$ cat src/rtl/imm_extend_stage.sv
// Registered immediate-extension stage: zero/sign/scaled extension plus a
// two-beat long immediate, with valid/ready handshakes on both sides.
module imm_extend_stage #(
  parameter int unsigned INSTR_W = 24,
  parameter int unsigned DATA_W  = 64
) (
  input  logic                clk,
  input  logic                rst_n,
  input  logic                flush,
  input  logic                in_valid,
  output logic                in_ready,
  input  logic [INSTR_W-1:0]  in_instr,
  input  logic [1:0]          in_mode,
  output logic                out_valid,
  input  logic                out_ready,
  output logic [DATA_W-1:0]   out_imm
);

  localparam int unsigned LONG_W = 2 * INSTR_W;
  localparam int unsigned SEXT_W = DATA_W - INSTR_W;
  localparam int unsigned LEXT_W = DATA_W - LONG_W;

  localparam logic [1:0] MODE_ZERO   = 2'd0;
  localparam logic [1:0] MODE_SIGN   = 2'd1;
  localparam logic [1:0] MODE_SCALED = 2'd2;
  localparam logic [1:0] MODE_LONG   = 2'd3;

  typedef enum logic {IDLE, HI_HELD} state_t;

  state_t               state, state_nx;
  logic [INSTR_W-1:0]   hi_reg, hi_nx;
  logic                 accept;
  logic                 load;
  logic [DATA_W-1:0]    result;
  logic [DATA_W-1:0]    sext_imm;

  // Backpressure: a new beat only enters when the output slot is free or draining.
  assign in_ready = rst_n && !flush && (!out_valid || out_ready);
  assign accept   = in_valid && in_ready;
  assign sext_imm = {{SEXT_W{in_instr[INSTR_W-1]}}, in_instr};

  // Next-state, hi capture and result selection.
  always_comb begin
    state_nx = state;
    hi_nx    = hi_reg;
    load     = 1'b0;
    result   = '0;
    if (accept) begin
      case (state)
        IDLE: begin
          unique case (in_mode)
            MODE_ZERO: begin
              load   = 1'b1;
              result = {{SEXT_W{1'b0}}, in_instr};
            end
            MODE_SIGN: begin
              load   = 1'b1;
              result = sext_imm;
            end
            MODE_SCALED: begin
              load   = 1'b1;
              result = sext_imm << 2;
            end
            MODE_LONG: begin
              state_nx = HI_HELD;
              hi_nx    = in_instr;
            end
            default: ;
          endcase
        end
        HI_HELD: begin
          // Second beat is always the low half; its mode field is ignored.
          load     = 1'b1;
          result   = {{LEXT_W{hi_reg[INSTR_W-1]}}, hi_reg, in_instr};
          state_nx = IDLE;
          hi_nx    = '0;
        end
        default: state_nx = IDLE;
      endcase
    end
    if (flush) begin
      state_nx = IDLE;
      hi_nx    = '0;
    end
  end

  // State, hi half and output register.
  always_ff @(posedge clk) begin
    if (!rst_n) begin
      state     <= IDLE;
      hi_reg    <= '0;
      out_valid <= 1'b0;
      out_imm   <= '0;
    end else begin
      state  <= state_nx;
      hi_reg <= hi_nx;
      if (flush) begin
        out_valid <= 1'b0;
      end else if (load) begin
        out_valid <= 1'b1;
        out_imm   <= result;
      end else if (out_valid && out_ready) begin
        out_valid <= 1'b0;
      end
    end
  end

endmodule

$ cat config.mk
export PLATFORM = sky130hd
export DESIGN_NAME = imm_extend_stage
export DESIGN_NICKNAME = d
export VERILOG_FILES = /design/src/rtl/imm_extend_stage.sv
export SDC_FILE = /design/constraint.sdc
export NUM_CORES = 1
export LEC_CHECK = 0
export CAP_MARGIN = 20
export CORE_UTILIZATION = 30
export DETAILED_ROUTE_END_ITERATION = 10
export DONT_BUFFER_PORTS = 1
export PLACE_DENSITY_LB_ADDON = 0.12
export SYNTH_ARGS = -nofsm -noshare
export SYNTH_HDL_FRONTEND = slang
export SYNTH_SLANG_ARGS = --single-unit
$ cat constraint.sdc
create_clock -name clk -period 4.6 [get_ports clk]
set_input_delay 0.92 -clock clk [delete_from_list [all_inputs] [get_ports clk]]
set_output_delay 0.92 -clock clk [all_outputs]
set_load 0.02 [all_outputs]
# [Word-level counts from Yosys, hierarchy flattened]
# Index checks and enable logic that the tools add are counted.
[op_classes] n_reduce_logical=13 bitwise=3 eq_ne=4 muxes=12
[ops] op="one-hot mux 64 bit (3 select lines)" n=1
[ops] op="one-hot mux 64 bit (2 select lines)" n=1
[ops] op="two-way mux 64 bit" n=1
[ops] op="one-hot mux 24 bit (2 select lines)" n=1
[ops] op="two-way mux 24 bit" n=1
[ops] op="two-way mux 1 bit" n=5
[ops] op="== test 2 bit, second input constant" n=2
[ops] op="logical AND 1 bit" n=4
[ops] op="one-hot mux 1 bit (2 select lines)" n=2
[ops] op="AND reduction 2 bit" n=2
[ops] op="NOT 1 bit" n=3
[ops] op="OR reduction 3 bit" n=1
[ops] op="== test 2 x 1 -> 1 bit, second input constant" n=1
[ops] op="zero test 1 bit" n=2
[ops] op="zero test 2 bit" n=1
[ops] op="inequality test 2 x 1 -> 1 bit, second input constant" n=1
[ops] op="nonzero test 2 bit" n=1
[ops] op="OR reduction 2 bit" n=1
[ops] op="logical OR 1 bit" n=1
[word_totals] ff_bits=90 input_bits=31 word_cells=36

# [Depth between registers and ports, before layout]
[depth] depth_word=6 depth_mapped=6

# [Worst setup path after synthesis]
# Ideal clock, no wire load.
[synth_timing] path_kind="input to output" from="input flush" to="output in_ready" path_slack_ps=2259 t_required_ps=3680 n_path_buf=0 cell_stages=2 t_arrival_ps=1421 cell_sequence="nand2b_1 nor2_1"
[synth_between] elab_chain_cells=3
[synth_rtl] element="start: declaration" line="9" source="input logic flush,"
[synth_rtl] element="zero test 1 bit" line="38" source="assign in_ready = rst_n && !flush && (!out_valid || out_ready);"
[synth_rtl] element="logical AND 1 bit (2 in series)" line="38"
[synth_rtl] element="end: declaration" line="11" source="output logic in_ready,"
# Every way passes these cells.

# [Final worst setup path]
# Same ends and word-level chain as after synthesis.

==> metrics.md <==
| Metric | Value |
|---|---|
| Status | `completed` |
| Port Buffers | `0` |
| Post-DR vias/cell | `5.42` |
| Clock transition at path regs | `0.08 ns` |
| Total track usage | `~16%` |
| Vias | `roughly 2,400` |
| Clock skew after layout | `between 0.007 and 0.008 ns` |
| Power Total | `around 1.4 mW` |
| Slew Viols, Final | `0` |
| Worst IR Drop VDD | `161 uV` |
| Hold Path Class | `reg2reg` |
| Syn Nets | `~370` |
| Die X | `107 um` |
| Worst path slowest cell | `nor2_1` |
| Avg Cell Area, Syn | `9.67 um2` |
| First-pass GRT wire length | `~15,000 um` |
| Post-synth top flop | `dfxtp_1` |
| Fin nets | `between 300 and 400` |
| Die Y-Extent | `107 um` |
| Slew margin rel. | `34.3%` |
| Post-synth EDFFs | `0` |
| Post-DP HPWL | `5850 um` |
| Max FO, Critical Path | `5` |
| Antenna-violating nets left | `0` |
| DRC | `0` |
| P_leak | `1.44 nW` |
| Highest clock rate | `411 MHz` |
| Layout cell share with drive strength beyond 1 | `about 16%` |
| Most common cell after layout, fill and taps aside | `dfxtp_1` |
| I/O pin count | `97` |
| Largest register FFs | `between 40 and 50` |
| TritonRoute pass-1 iters | `4` |
| Post-CTS Resized | `0` |
| Critical Path End Type | `primary output` |
| Drt wl/cell | `roughly 20 um` |
| RSZ-0062 raised after global routing | `no` |
| Startpoint Class | `primary input` |
| Core region area | `roughly 10,000 um2` |
| GR Overflow Total | `0` |
| Async S/R FF share, synth | `0%` |
| Placed Instance Area | `about 3300 um2` |
| Crit share post-route | `between 50 and 60%` |
| Initial Utilization | `around a third` |
| Critical path arrival | `1.51 ns` |
| # rows | `37` |
| Yosys reg bits | `74` |
| Yosys warning count | `0` |
| Largest net degree at the start of global routing | `a little over 50` |
| CP Buf/Inv Count | `0` |
| FILL cells | `1,129` |
| Final Core Density | `between 30 and 40%` |
| N_diodes | `0` |
| Deepest clock path buffer count | `2` |
| TritonCTS buffer count | `9` |
| Worst EP required | `roughly 3.7 ns` |
| Layout area overhead | `7.08%` |
| CP delay by family, top | `simple AND/OR/NAND/NOR gates` |
| CTS Sinks | `74` |
| CTS tree | `yes` |
| Number of global-route vias before repair | `between 2,000 and 3,000` |
| Number of max-cap violations | `0` |
| Post-route cell area | `~3500 um2` |
| Unique masters post-synth | `29` |
| Register area | `around 1500 um2` |
| Post-Syn Area | `around 3300 um2` |
| Setup TNS | `0 ns` |
| Pwr Density | `around 400 nW/um2` |
| Iteration-0 DRC Markers | `129` |
| WL final | `a little over 9000 um` |
| Antenna violations before repair | `0` |
| Worst Max-Slew Pin Slew | `about 0.99 ns` |
| CP Class | `in2out` |
| Final Hold Fails | `0` |
| CP max stage delay | `0.38 ns` |
| Final Critical Period | `~2.4 ns` |
| H-Tree Level Count | `3` |
| Critical path, cell by cell | `nand2b_1 -> nor2_1` |
| Die Area | `around 11,000 um2` |
| Final-report setup violation count | `0` |
| Post-synthesis sequential area ratio | `approximately 45%` |
| Footprint of the multi-input gates | `around 1600 um2` |
| Post-CTS Setup Bufs | `0` |
| Hold Buf Count CTS | `0` |
| Commonest cells after routing, fill and taps aside | `dfxtp_1, nand2_1, a32o_1` |
| Clock root cell | `clkbuf_8` |
| Skew-Pair Late Insertion Delay | `approximately 0.35 ns` |
| Gp weighted congestion | `roughly 0.7` |
| Synth Instances | `340` |
-- cell type report --
class	instances	share of cell area [%]
inverters	1	0.107
multi-input cells	213	44.1
clock buffers	11	4.30
well taps	136	4.83
flip-flops and latches	74	42.2
clock inverters	5	2.84
repair buffers	7	1.60
-- cells by family (layout without fill, tap and decap cells) --
logic type             after synthesis  count (layout)  share of synthesized area, %
multiplexers                        22              22                          6.70
flip-flops                          74              74                          45.1
buffers and inverters               53              24                          8.26
AND/OR/NAND/NOR                    111             111                          18.7
AO/OA/AOI/OAI                       79              79                          21.0
XOR/XNOR                             1               1                         0.267
-- final timing paths --
kind / from / to / slack (ns) / depth (start not counted)
worst max register to register: state / out_imm[1] / 2.26 / 4
worst min-delay path: hi_reg[13] / hi_reg[13] / 0.50 / 1
worst max-delay path: flush / in_ready / 2.17 / 2
worst min register to register: hi_reg[13] / hi_reg[13] / 0.50 / 1
-- synth_stat cells, drive strengths merged, types with 2 or more instances --
library cell	instances	area share, %
a21oi	24	3.7
dfxtp	74	45
nor4bb	22	6.7
nand2	71	8.1
and4	2	0.53
clkbuf	26	3.0
nor2b	2	0.38
a32o	26	7.9
and2	4	0.76
o221a	23	7.9
mux2i	22	6.7
buf	26	5.2
nand2b	4	0.76
-- power breakdown --
group | switching, mW | total (mW) | internal [mW]
clock network | 0.256 | 0.644 | 0.388
registers | 0.0472 | 0.708 | 0.661
logic | 0.0441 | 0.0846 | 0.0405
total | 0.347 | 1.44 | 1.09
-- layer usage --
layer,vias up,global-route usage [%],part of all wire (%),wire length (um)
met4,0,5.87,1.3,120
met2,62,26.0,45,4130
met1,1181,21.1,47,4270
met3,10,5.11,6.7,611
li1,1170,-,-,-
met5,-,0,0,0
-- metrics by stage --
step,hold WS [ns],setup WS [ns],std cells
after CTS,0.503,2.17,446
final,0.500,2.17,447
after global placement,0.476,1.84,430
after floorplan,0.469,2.26,340
after global routing,0.519,2.05,447
after detailed placement,0.485,1.80,430
Note: power is estimated with default switching activity, not from simulation.
